$ cat src/rtl/multiword_adder_sequencer.sv
// Multiword adder/subtractor: one WORD_WIDTH-bit adder stepped LSW-first
// over WORD_COUNT slices. Carry is chained between slices; once the last
// slice is done the per-bit carry-in vector, carry out and signed overflow
// are registered alongside the sum. Valid/ready handshakes on both sides.
module multiword_adder_sequencer #(
  parameter int WORD_WIDTH = 8,
  parameter int WORD_COUNT = 4
) (
  input  logic                             clock,
  input  logic                             clear,
  input  logic                             input_valid,
  output logic                             input_ready,
  input  logic [WORD_WIDTH*WORD_COUNT-1:0] A,
  input  logic [WORD_WIDTH*WORD_COUNT-1:0] B,
  input  logic                             sub,
  input  logic                             carry_in,
  output logic                             output_valid,
  input  logic                             output_ready,
  output logic [WORD_WIDTH*WORD_COUNT-1:0] sum,
  output logic [WORD_WIDTH*WORD_COUNT-1:0] carries,
  output logic                             carry_out,
  output logic                             overflow
);

  localparam int TW = WORD_WIDTH * WORD_COUNT;
  localparam int KW = (WORD_COUNT > 1) ? $clog2(WORD_COUNT) : 1;
  localparam logic [KW-1:0] LAST_K = KW'(WORD_COUNT - 1);

  typedef enum logic [1:0] {
    IDLE,
    CALC,
    DONE
  } state_t;

  state_t              state;
  logic [KW-1:0]       k;
  logic [TW-1:0]       a_reg;
  logic [TW-1:0]       b_reg;    // already inverted for subtraction
  logic                c_reg;    // carry into the current slice
  logic [WORD_WIDTH:0] slice;
  logic [TW-1:0]       sum_next;
  logic [TW-1:0]       carries_next;
  logic [31:0]         base;

  // Slice adder for index k, plus the full-width sum/carry vector as it will
  // look once this slice is written (used on the final slice).
  always_comb begin
    base         = 32'(k) * 32'(WORD_WIDTH);
    slice        = {1'b0, a_reg[base +: WORD_WIDTH]}
                 + {1'b0, b_reg[base +: WORD_WIDTH]}
                 + {{WORD_WIDTH{1'b0}}, c_reg};
    sum_next     = sum;
    sum_next[base +: WORD_WIDTH] = slice[WORD_WIDTH-1:0];
    carries_next = a_reg ^ b_reg ^ sum_next;
  end

  // Control FSM with registered handshake flags and result registers.
  always_ff @(posedge clock) begin
    if (clear) begin
      state        <= IDLE;
      k            <= '0;
      a_reg        <= '0;
      b_reg        <= '0;
      c_reg        <= 1'b0;
      input_ready  <= 1'b1;
      output_valid <= 1'b0;
      sum          <= '0;
      carries      <= '0;
      carry_out    <= 1'b0;
      overflow     <= 1'b0;
    end else begin
      case (state)
        IDLE: begin
          if (input_valid) begin
            a_reg       <= A;
            b_reg       <= sub ? ~B : B;
            c_reg       <= sub | carry_in;
            k           <= '0;
            input_ready <= 1'b0;
            state       <= CALC;
          end
        end
        CALC: begin
          sum   <= sum_next;
          c_reg <= slice[WORD_WIDTH];
          if (k == LAST_K) begin
            carry_out    <= slice[WORD_WIDTH];
            carries      <= carries_next;
            overflow     <= slice[WORD_WIDTH] ^ carries_next[TW-1];
            output_valid <= 1'b1;
            state        <= DONE;
          end else begin
            k <= k + 1'b1;
          end
        end
        DONE: begin
          if (output_ready) begin
            output_valid <= 1'b0;
            input_ready  <= 1'b1;
            state        <= IDLE;
          end
        end
        default: begin
          output_valid <= 1'b0;
          input_ready  <= 1'b1;
          state        <= IDLE;
        end
      endcase
    end
  end

endmodule

$ cat config.mk
export PLATFORM = sky130hd
export DESIGN_NAME = multiword_adder_sequencer
export DESIGN_NICKNAME = d
export VERILOG_FILES = /design/src/rtl/multiword_adder_sequencer.sv
export SDC_FILE = /design/constraint.sdc
export NUM_CORES = 1
export LEC_CHECK = 0
export ABC_CLOCK_PERIOD_IN_PS = 4630
export CAP_MARGIN = 25
export CORE_MARGIN = 5
export CORE_UTILIZATION = 60
export CTS_BUF_LIST = sky130_fd_sc_hd__clkbuf_8
export CTS_CLUSTER_DIAMETER = 100
export CTS_CLUSTER_SIZE = 24
export DETAILED_ROUTE_END_ITERATION = 16
export DONT_BUFFER_PORTS = 1
export GPL_ROUTABILITY_DRIVEN = 0
export MAX_ROUTING_LAYER = met4
export PLACE_DENSITY_LB_ADDON = 0.25
export SYNTH_ARGS = -nofsm -noshare
export SYNTH_HDL_FRONTEND = slang
export SYNTH_SLANG_ARGS = --single-unit
$ cat constraint.sdc
create_clock -name clock -period 4.63 [get_ports clock]
set_input_delay 0.6945 -clock clock [delete_from_list [all_inputs] [get_ports clock]]
set_output_delay 0.6945 -clock clock [all_outputs]
set_load 0.01 [all_outputs]
Word level (Yosys, flattened, before mapping)
Cells that the tools add are included.
W data, S select, Z words.

word-level totals
  bits in latches = 0
  ROM bits = 0
  input port bits = 70
  word-level logic and storage cells = 59
  bits in writable memories = 0
  register bits = 137
  output and inout bits = 68
  memories = 0

operators by class
  equality and inequality tests = 7
  add/sub/neg operators = 4
  reductions and logical operators = 9
  $mul = 0
  shift operators = 4
  mux-type cells = 17
  divide/modulo/power cells = 0
  bitwise operators = 7
  magnitude comparators = 0

operators with widths
  cell                       count
  $shiftx A32 B6 Y8          2
  $xor A32 B32 Y32           2
  $neg A5 Y34                1
  $shift A8 B34 Y32 const A  1
  $shiftx A8 B34 Y32         1
  $bwmux W32                 1
  $mux W32                   1
  $not A32 Y32               1
  $reduce_and A3 Y1          4
  $mux W2                    5
  $add A8 B8 Y9              1
  $add A9 B1 Y9              1
  $ne A2 B2 Y1 const B       4
  $pmux W1 S3                2
  $pmux W2 S3                1
  $reduce_and A2 Y1          3
  $mux W1                    5
  $eq A2 B2 Y1 const B       2
  $pmux W2 S2                1
  $add A2 B1 Y2 const B      1
  $eq A2 B1 Y1 const B       1
  $logic_not A2 Y1           1
  $not A1 Y1                 2
  $pmux W1 S2                1
  other kinds (3)            3

Logic depth before layout (Yosys ltp)
Gate-level depths: netlist (run 1).

  depth in word-level cells = 7
  depth in mapped cells = 11
  gate-level depth less buffers = 10

Worst setup path after synthesis (run 1)
Ideal clock, no wire load.

  kind = reg2reg
  start point = register k[0]
  end point = register carries[30]
  stages on the path, launching flop included = 12
  setup slack = 1.454 ns
  arrival = 3.091 ns
  data required time = 4.544 ns
  buffers on the path = 1
  cells stage by stage = dfxtp_1 -> buf_6 -> mux4_2 -> fa_1 -> inv_1 -> fa_1 -> nor2b_2 -> o31a_1 -> o311ai_4 -> a22oi_2 -> xnor2_1 -> a211oi_1

on the way
  cells in the longest elaborated chain, start to end = 6
  elaborated cells on any way between the ends = 11

RTL lines
  element                                      line    source
  start: declaration                           36      logic [KW-1:0] k;
  start signal: assignment                     93      k <= k + 1'b1;
  $shiftx A32 B6 Y8, on equally long branches  49, 50
  $add A8 B8 Y9                                50      + {1'b0, b_reg[base +: WORD_WIDTH]}
  $add A9 B1 Y9                                51      + {{WORD_WIDTH{1'b0}}, c_reg};
  $shiftx A8 B34 Y32                           53      sum_next[base +: WORD_WIDTH] = slice[WORD_WIDTH-1:0];
  $bwmux W32                                   53
  $xor A32 B32 Y32                             54      carries_next = a_reg ^ b_reg ^ sum_next;
  end signal: assignment                       88      carries <= carries_next;
  end: declaration                             20      output logic [WORD_WIDTH*WORD_COUNT-1:0] carries,

Several ways; a longest one is shown, not always the timed one.
A chain may end at the register's enable or synchronous reset.

Worst setup path after layout (run 1)
Same ends and word-level chain as after synthesis.

==> impl_metrics.yaml, run 1 <==
outcome:
  status: "finished clean"
detailed_routing:
  ant_nets: 0
  drt-pass1-iter-count: 5
  remaining_drc_errors: 0
  drt_wl_total_um: 17500
  vias: 5245
  drt_iter0_drc: 453
  drt-vias-per-instance: 6.14
  wire_per_inst_um: 20.5
power:
  p_sw_w: 0.000838
  ir_drop_v: 0.000184
  intPower_w: 0.00208
  pwr-share-clk: 0.377
  powerDensity_nw_per_um2: 401
  p_sw_frac: 0.287
  power_frac_seq: 0.457
  power_leakage_nw: 2.42
  combinationalPowerShare: 0.166
worst_setup_path:
  crit_fanout: 14
  crit_required_ns: 5.01
  arrival_ns: 3.92
  cp-start-kind: "flop"
  worst-setup-path-type: "reg -> reg"
  crit_path_top_delay_cell: "dfxtp_1"
  cp_slowest_stage_delay_ns: 0.68
  critical_path.endpoint_type: "flop"
  path_cells: "buf_4 > mux4_2 > ha_1 > nor2b_2 > o31a_1 > o311ai_4 > a22oi_2 > xnor2_1 > a211oi_1"
clocking:
  cts-root-buf: "clkbuf_8"
  cts_tree: "built"
  cts.sinks: 137
  postCtsSetupBuffers: 0
  htreeDepth: 4
  numCtsBuffers: 17
  path_clk_slew_ns: 0.08
  cts.path.max_buffers: 2
  cts-resized-gates: 0
  cts-hold-fix-buffers: 0
  insertion_delay_ns: 0.47
layout:
  drive_gt1_frac: 0.125
  layout-area-overhead-vs-synth_pct: 6.81
  finalInstanceArea_um2: 7280
  nets: 783
  multi_input_area_um2: 3820
  regArea_um2: 2740
  antenna_cells: 0
  n_fill_cell: 896
  fin_cells: 854
synthesis:
  ys_ff_latch: 137
  yosys_warnings: 0
  synth-edff-count: 0
  synth_area_leaders: "dfxtp_1 (40%), xnor2_1 (12%), a211oi_1 (10%)"
  async_flop_share: 0
  synth_largest_area_cell: "dfxtp_1"
  synth.yosys.seq_area_share: 0.402
  avgSynthCellArea_um2: 9.38
  synth_top_area_frac: 0.402
  syn_inst: 727
  ys.flop_type: "dfxtp_1"
  synth_cell_types: 52
  netlist_area_um2: 6820
  synth_fp_nets: 812
placement:
  post-place-cells: 822
  dp_slack_ns: 1.09
  hpwl_um: 12800
  port_buffers: 0
  dpl-instance-area_um2: 6830
floorplanning:
  std_cell_rows: 39
  die_x_um: 117
  die_h_um: 117
  io_pins: 138
  core_area_um2: 11300
  die-area_um2: 13600
  initial_core_util: 0.605
global_route:
  antenna_found_initial: 0
  grt_pass1_wl_um: 26900
  grt_usage: 0.270
  grt_overflow: 0
  grt_pass1_vias: 4987
  grt_max_degree: 136
job:
  cap_violations: 0
timing:
  period_share: 0.763
  relSlewSlack: 0.345
  hold_viol_final: 0
  rsz0062_at_grt: "false"
  setup_slack_ns: 1.10
  max_freq_mhz: 283
  setup_viol: 0
  fin_crit_ns: 3.53
  fin_skew_ns: 0.0135
  hold_slack_ns: 0.297
  tns_ns: 0
  tightest_slew_ns: 0.980
  slew_viol_final: 0
min_path:
  hp-class: "in -> reg"
[synthesized netlist by cell type (all sizes together), types with 8 or more instances]
library cell	number
a211oi	95
a22oi	26
a21oi	45
nor2	106
nand2	70
xor2	8
xnor2	93
ha	13
dfxtp	137
buf	16
mux4	16
inv	14
clkbuf	37
o21ai	8
[power groups by stage]
stage          clock [W]  sequential (W)  combinational, W
2_1_floorplan          0         0.00133          0.000412
3_3_place_gp           0         0.00136          0.000466
3_5_place_dp           0         0.00136          0.000479
4_1_cts          0.00110         0.00133          0.000481
5_1_grt          0.00116         0.00134          0.000527
6_report         0.00110         0.00134          0.000484
[layout by cell type (no fill, tap or decap), drive strengths merged, types with 2 or more instances in the layout]
cell type  instances
clkbuf            20
xnor2             93
o311ai             2
buf                5
nor3               4
inv               15
mux4              16
a32oi              4
clkinvlp           4
bufinv             4
xor2               8
o21a               2
nand2             70
nand2b             4
a211oi            95
a22o               4
o21ai              8
a22oi             26
nor2b              3
dfxtp            137
ha                13
nor2             106
a21oi             45
nand4              2
clkinv             4
fa                 2
a21o               2
[layer usage]
metal  global-route usage  wire length [µm]  up-vias  part of all wire
li1                     -                 -     2522                 -
met1                0.352              7430     2461              0.42
met2                0.394              7950      227              0.45
met3               0.0788              1610       35             0.092
met4                0.115               556        0             0.032
met5                    -                 0        -                 0
[final cells by class]
| type | count | area share |
|---|---|---|
| clock buffer | 20 | 0.0378 |
| clock inverter | 12 | 0.0237 |
| inverter | 15 | 0.00773 |
| multi-input combinational | 522 | 0.524 |
| sequential | 137 | 0.377 |
| tap | 143 | 0.0246 |
| timing repair buffer | 5 | 0.00516 |
[critical path, delay by kind of cell, from the launching register on]
kind                     cells  cell delay (ns)
adder cells (fa/ha/maj)      1             0.37
flip-flops                   1             0.68
buffers and inverters        1             0.38
AND/OR/NAND/NOR              1             0.19
multiplexers                 1             0.55
XOR/XNOR                     1             0.18
AO/OA/AOI/OAI                4             1.10
[kinds of logic after synthesis]
family          after synthesis  share of synthesized area
fa+ha+maj                    15                     0.0297
simple gates                195                      0.124
buf+inv                      68                     0.0400
xor+xnor                    101                      0.131
compound gates              195                      0.220
flops                       137                      0.402
mux                          16                     0.0529
[path summary, 6_finish.rpt]
check / from / end / slack [ns] / cells after the start
worst max-delay path: k[0] / carries[30] / 1.10 / 9
worst min-delay path: clear / b_reg[25] / 0.30 / 1
worst max register to register: k[0] / carries[30] / 1.10 / 9
worst min register to register: a_reg[19] / a_reg[19] / 0.49 / 2
[metrics by stage]
step | power, W | util
detailed placement | 0.00184 | 0.606
CTS | 0.00291 | 0.646
global placement | 0.00182 | 0.606
finish | 0.00292 | 0.646
floorplan | 0.00174 | -
global route | 0.00303 | 0.646
(Power assumes the default switching activity.)
==> run 2: changes to the inputs <==
--- a/config.mk
+++ b/config.mk
@@ -5,7 +5,8 @@
 export SDC_FILE = /design/constraint.sdc
 export NUM_CORES = 1
 export LEC_CHECK = 0
-export ABC_CLOCK_PERIOD_IN_PS = 4630
+export ABC_AREA = 1
+export ABC_CLOCK_PERIOD_IN_PS = 2900
 export CAP_MARGIN = 25
 export CORE_MARGIN = 5
 export CORE_UTILIZATION = 60
==> constraint.sdc (replaced) <==
create_clock -name clock -period 2.9 [get_ports clock]
set_input_delay 0.435 -clock clock [delete_from_list [all_inputs] [get_ports clock]]
set_output_delay 0.435 -clock clock [all_outputs]
set_load 0.01 [all_outputs]
==> run 2 against run 1 <==
Critical path depth is 4 higher. Clock-buffer cell count down 3. Sequential power up 61%. Sequential share of layout area down 2.0 points. Total power rose by 62%. Die area is 4.5% higher. Worst hold slack worse by 0.22 ns. Via count rose by 23%. Design area rose by 5.7%.
==> impl_metrics.yaml, run 2 <==
outcome:
  status: "finished clean"
timing:
  fin_crit_ns: 2.76
  max_freq_mhz: 362
  period_share: 0.952
  fin_skew_ns: 0.0115
  tightest_slew_ns: 0.688
  slew_viol_final: 0
  relSlewSlack: 0.541
  setup_viol: 0
  hold_slack_ns: 0.0719
  hold_viol_final: 0
  rsz0062_at_grt: "true"
clocking:
  htreeDepth: 4
  cts-hold-fix-buffers: 0
  path_clk_slew_ns: 0.08
  cts.path.max_buffers: 2
  cts.sinks: 137
  insertion_delay_ns: 0.46
  cts-root-buf: "clkbuf_8"
  cts_tree: "built"
  numCtsBuffers: 17
global_route:
  globalRoute.busiestLayer: "met2"
  grt_pass1_wl_um: 30100
  grt_usage: 0.277
  grt_overflow: 0
  grtUsageMet2: 0.428
  grtUsageMet1: 0.353
  grt_pass1_vias: 5818
  grt_use_met3: 0.0896
  grt_max_degree: 74
  antenna_found_initial: 0
worst_setup_path:
  crit_required_ns: 3.29
  cp-start-kind: "flop"
  crit_fanout: 28
  critical_path.endpoint_type: "flop"
  arrival_ns: 3.15
  worst-setup-path-type: "reg -> reg"
detailed_routing:
  ant_nets: 0
  drt-pass1-iter-count: 5
  vias: 6473
  wire_per_inst_um: 17.1
  drt-vias-per-instance: 5.70
  drt_wl_total_um: 19400
  drt_iter0_drc: 545
  remaining_drc_errors: 0
synthesis:
  ys.flop_type: "dfxtp_1"
  synthMuxAreaShare: 0
  synth_largest_area_cell: "dfxtp_1"
  synth_fp_nets: 1083
  synth.yosys.seq_area_share: 0.383
  synth_compound_area_frac: 0.197
  synth_fa_ha_area_frac: 0.0283
  synthXorXnorAreaFrac: 0.0918
  syn_inst: 998
  synthTopCellsByCount: "nor2_1 (164), dfxtp_1 (137), nand2_1 (123), o21ai_0 (116), inv_1 (114)"
  yosysMostFrequentCell: "nor2_1"
  netlist_area_um2: 7160
  synth_top_area_frac: 0.383
  synth_cell_types: 40
  synth-edff-count: 0
  yosys_warnings: 0
  synthSimpleGateAreaFrac: 0.202
  async_flop_share: 0
  synth_area_leaders: "dfxtp_1 (38%), nor2_1 (8.6%), o21ai_0 (8.1%)"
  ys_ff_latch: 137
  synth_top_family_by_area: "simple AND/OR/NAND/NOR gates"
  avgSynthCellArea_um2: 7.17
power:
  power_frac_seq: 0.455
  power_leakage_nw: 3.52
  intPower_w: 0.00322
  pwr-share-clk: 0.334
  combinationalPowerShare: 0.211
  ir_drop_v: 0.000395
  powerDensity_nw_per_um2: 617
  p_sw_w: 0.00153
  p_sw_frac: 0.322
floorplanning:
  die-area_um2: 14200
  std_cell_rows: 39
  core_area_um2: 11600
  initial_core_util: 0.619
  io_pins: 138
  die_h_um: 119
  die_x_um: 119
layout:
  drive_gt1_frac: 0.0695
  multi_input_area_um2: 3710
  finalInstanceArea_um2: 7690
  layout-area-overhead-vs-synth_pct: 7.52
  final_common_cell: "nor2_1"
  nets: 1065
  fin_cells: 1136
  regArea_um2: 2740
  antenna_cells: 0
  n_fill_cell: 1058
  final_cell_mix: "nor2_1 (163), dfxtp_1 (136), nand2_1 (123)"
min_path:
  hp-class: "in -> reg"
placement:
  dpl-instance-area_um2: 7260
  hpwl_um: 14500
  port_buffers: 0
  post-place-cells: 1102
job:
  cap_violations: 0
run 2: cell count changes in the layout (fill, tap and decap cells not counted), moves of 14 or more:
| cell | before | now |
|---|---|---|
| o21ai_0 | 7 | 114 |
| inv_1 | 14 | 117 |
| a211oi_1 | 91 | 31 |
| nor2_1 | 105 | 163 |
| nand2_1 | 70 | 123 |
| xnor2_1 | 93 | 41 |
| nand3_1 | 1 | 37 |
| xor2_1 | 7 | 34 |
| o22ai_1 | 1 | 24 |
| mux4_2 | 16 | 0 |
| a22oi_1 | 16 | 2 |
run 2: area by class of cell:
cell class | instances | area share
Inverter | 120 | 0.0592
Clock inverter | 15 | 0.0211
Sequential cell | 137 | 0.357
Multi-Input combinational cell | 684 | 0.483
Timing Repair Buffer | 20 | 0.0265
Tap cell | 143 | 0.0233
Clock buffer | 17 | 0.0304
run 2: timing repair:
action                                  in CTS  in global routing
buffers inserted                             0                  2
endpoints found under the setup margin       0                 26
gates resized for setup                      0                  7
run 2: through the flow:
stage	setup slack (ns)	total power, W	util	setup TNS [ns]
after floorplan	0.0845	0.00294	-	0
after global placement	0.133	0.00316	0.628	0
after detailed placement	0.0579	0.00318	0.628	0
after CTS	0.0464	0.00474	0.662	0
after global routing	-0.0259	0.00497	0.665	-0.126
final	0.139	0.00474	0.665	0
run 2: final timing paths:
check | from | endpoint | slack, ns | depth (start not counted)
min | clear | carries[14] | 0.07 | 1
max | k[0] | carries[26] | 0.14 | 13
min reg2reg | b_reg[1] | b_reg[1] | 0.51 | 2
max reg2reg | k[0] | carries[26] | 0.14 | 13
run 2: per-layer routing:
layer  share of wire  vias to the layer above
li1                -                     3209
met1            0.42                     2945
met2            0.46                      275
met3           0.099                       44
met4           0.020                        0
met5               0                        -
run 2: worst max-delay path, cell delays in order (launching register included):
cell     delay [ns]
dfxtp_2        0.37
inv_6          0.17
nor2_1         0.06
o22ai_1        0.24
fa_2           0.27
inv_1          0.05
fa_1           0.39
xor2_1         0.17
nor2_1         0.22
nand2_1        0.12
o22ai_1        0.16
inv_1          0.08
or2_2          0.27
a31oi_1        0.12
run 2: power by group through the flow:
stage | Combinational, W | Clock (W) | Sequential, W
detailed placement | 0.000976 | 0 | 0.00220
floorplan | 0.000785 | 0 | 0.00215
global route | 0.00112 | 0.00167 | 0.00217
finish | 0.00100 | 0.00158 | 0.00216
CTS | 0.000980 | 0.00160 | 0.00216
global placement | 0.000958 | 0 | 0.00220
run 2: cell families (layout without fill, tap and decap cells):
kind of cell / count (synthesis) / count (layout)
buffers and inverters: 177 / 172
AOI/OAI and AO/OA: 245 / 245
adders and majority gates: 15 / 15
xor gates and xnor gates: 75 / 75
DFF: 137 / 137
and+or+nand+nor: 349 / 349
==> run 3: changes to the inputs <==
--- a/config.mk
+++ b/config.mk
@@ -18,6 +18,7 @@
 export GPL_ROUTABILITY_DRIVEN = 0
 export MAX_ROUTING_LAYER = met4
 export PLACE_DENSITY_LB_ADDON = 0.25
+export RECOVER_POWER = 50
 export SYNTH_ARGS = -nofsm -noshare
 export SYNTH_HDL_FRONTEND = slang
 export SYNTH_SLANG_ARGS = --single-unit
==> run 3 against run 2 <==
Clock power hardly changed. Sequential share of layout area about the same. Critical path depth did not move. Combinational power hardly changed. First-iteration DRC count up 0.55%. Clock skew about the same. Final cell count unchanged. Worst hold slack barely moved. Register-to-register slack is essentially flat. Routed wire length is 0.15% higher. Largest power group unchanged. Highest routed layer unchanged.
==> impl_metrics.yaml, run 3 (synthesis gave the netlist of run 2 again) <==
timing:
  slew_viol_final: 0
  fin_skew_ns: 0.0115
  tightest_slew_ns: 1.27
  relSlewSlack: 0.156
  rsz0062_at_grt: "true"
  setup_viol: 0
  fin_crit_ns: 2.76
  period_share: 0.953
  hold_viol_final: 0
  max_freq_mhz: 362
detailed_routing:
  wire_per_inst_um: 17.1
  remaining_drc_errors: 0
  vias: 6479
  drt-pass1-iter-count: 5
  drt_iter0_drc: 548
  drt-vias-per-instance: 5.70
  drt_wl_total_um: 19500
  ant_nets: 0
worst_setup_path:
  crit_required_ns: 3.29
  worst-setup-path-type: "reg -> reg"
  path_delay_family: "simple AND/OR/NAND/NOR gates"
  path_cells: "inv_6 > nor2_1 > o22ai_1 > fa_2 > inv_1 > fa_1 > xor2_1 > nor2_1 > nand2_1 > o22ai_1 > inv_1 > or2_2 > a31oi_1"
  cp_slowest_stage_delay_ns: 0.39
  critical_path.endpoint_type: "flop"
  path_buf_inv: 3
  cp-start-kind: "flop"
  r2r_cells: 13
  crit_path_top_delay_cell: "fa_1"
  worst-r2r-setup-slack_ns: 0.14
  crit_fanout: 28
  path_depth: 13
  arrival_ns: 3.15
floorplanning:
  die_h_um: 119
  core_area_um2: 11600
  initial_core_util: 0.619
  std_cell_rows: 39
  die-area_um2: 14200
  die_x_um: 119
  io_pins: 138
power:
  pwr-share-clk: 0.334
  p_sw_frac: 0.322
  combinationalPowerShare: 0.211
  p_sw_w: 0.00153
  power_leakage_nw: 3.52
  fin_total_pwr_w: 0.00475
  powerDensity_nw_per_um2: 617
  power_frac_seq: 0.455
  ir_drop_v: 0.000395
  intPower_w: 0.00322
clocking:
  cts.sinks: 137
  cts-root-buf: "clkbuf_8"
  cts_tree: "built"
  numCtsBuffers: 17
  cts.path.max_buffers: 2
  htreeDepth: 4
  path_clk_slew_ns: 0.08
  insertion_delay_ns: 0.46
placement:
  port_buffers: 0
  dpl-instance-area_um2: 7260
  hpwl_um: 14500
global_route:
  antenna_found_initial: 0
  grt_overflow: 0
  grt_usage: 0.277
  grt_pass1_vias: 5818
  grt_pass1_wl_um: 30100
  grt_max_degree: 74
layout:
  final_cell_mix: "nor2_1 (163), dfxtp_1 (136), nand2_1 (123)"
  nets: 1065
  n_fill_cell: 1060
  final_common_cell: "nor2_1"
  layout-area-overhead-vs-synth_pct: 7.47
  drive_gt1_frac: 0.0685
  antenna_cells: 0
  finalInstanceArea_um2: 7690
outcome:
  status: "finished clean"
job:
  cap_violations: 0
min_path:
  hp-class: "in -> reg"
  min_path_cells: 1
-- run 3: cell types whose count changed in the layout (fill, tap and decap cells not counted) --
cell and change:
buf_4 -1, clkbuf_1 +1
-- run 3: per-layer routing --
metal,GRT usage,vias up,routed length [µm]
met5,-,-,0
met4,0.0717,0,385
met3,0.0896,44,1940
met2,0.428,282,8850
met1,0.353,2945,8280
li1,-,3208,-
-- run 3: area by class of cell --
class	count	area [µm²]	share of cell area
clock buffer	17	234	0.0304
clock inverter	15	163	0.0212
inverter	120	455	0.0592
multi-input combinational	684	3710	0.483
sequential	137	2740	0.357
tap	143	179	0.0233
timing repair buffer	20	200	0.0260
-- run 3: stage by stage --
stage / hold slack (ns) / setup slack [ns] / setup TNS [ns] / util / std cells
after floorplan: 0.457 / 0.0845 / 0 / - / 998
after global placement: 0.490 / 0.133 / 0 / 0.628 / 1102
after detailed placement: 0.501 / 0.0579 / 0 / 0.628 / 1102
after CTS: 0.0278 / 0.0464 / 0 / 0.662 / 1134
after global routing: 0.0233 / -0.0259 / -0.126 / 0.665 / 1136
final: 0.0717 / 0.135 / 0 / 0.665 / 1136
-- run 3: path summary, 6_finish.rpt --
path	from	to
worst min-delay path	clear	carries[14]
worst max register to register	k[0]	carries[26]
worst max-delay path	k[0]	carries[26]
worst min register to register	b_reg[1]	b_reg[1]
-- run 3: worst register-to-register path, stage by stage, from the launching register on --
cell and delay [ns]:
dfxtp_2 0.37, inv_6 0.17, nor2_1 0.06, o22ai_1 0.24, fa_2 0.27, inv_1 0.06
fa_1 0.39, xor2_1 0.17, nor2_1 0.22, nand2_1 0.12, o22ai_1 0.16, inv_1 0.08
or2_2 0.27, a31oi_1 0.12
-- run 3: timing repair --
item,in CTS,in global routing
hold buffers,0,0
resized for setup,0,7
buffers inserted,0,2
endpoints found under the setup margin,0,26
-- run 3: power by group through the flow --
stage               Combinational (W)  Sequential [W]  Clock [W]
floorplan                    0.000785         0.00215          0
global placement             0.000958         0.00220          0
detailed placement           0.000976         0.00220          0
CTS                          0.000980         0.00216    0.00160
global route                  0.00112         0.00217    0.00167
finish                        0.00100         0.00216    0.00159
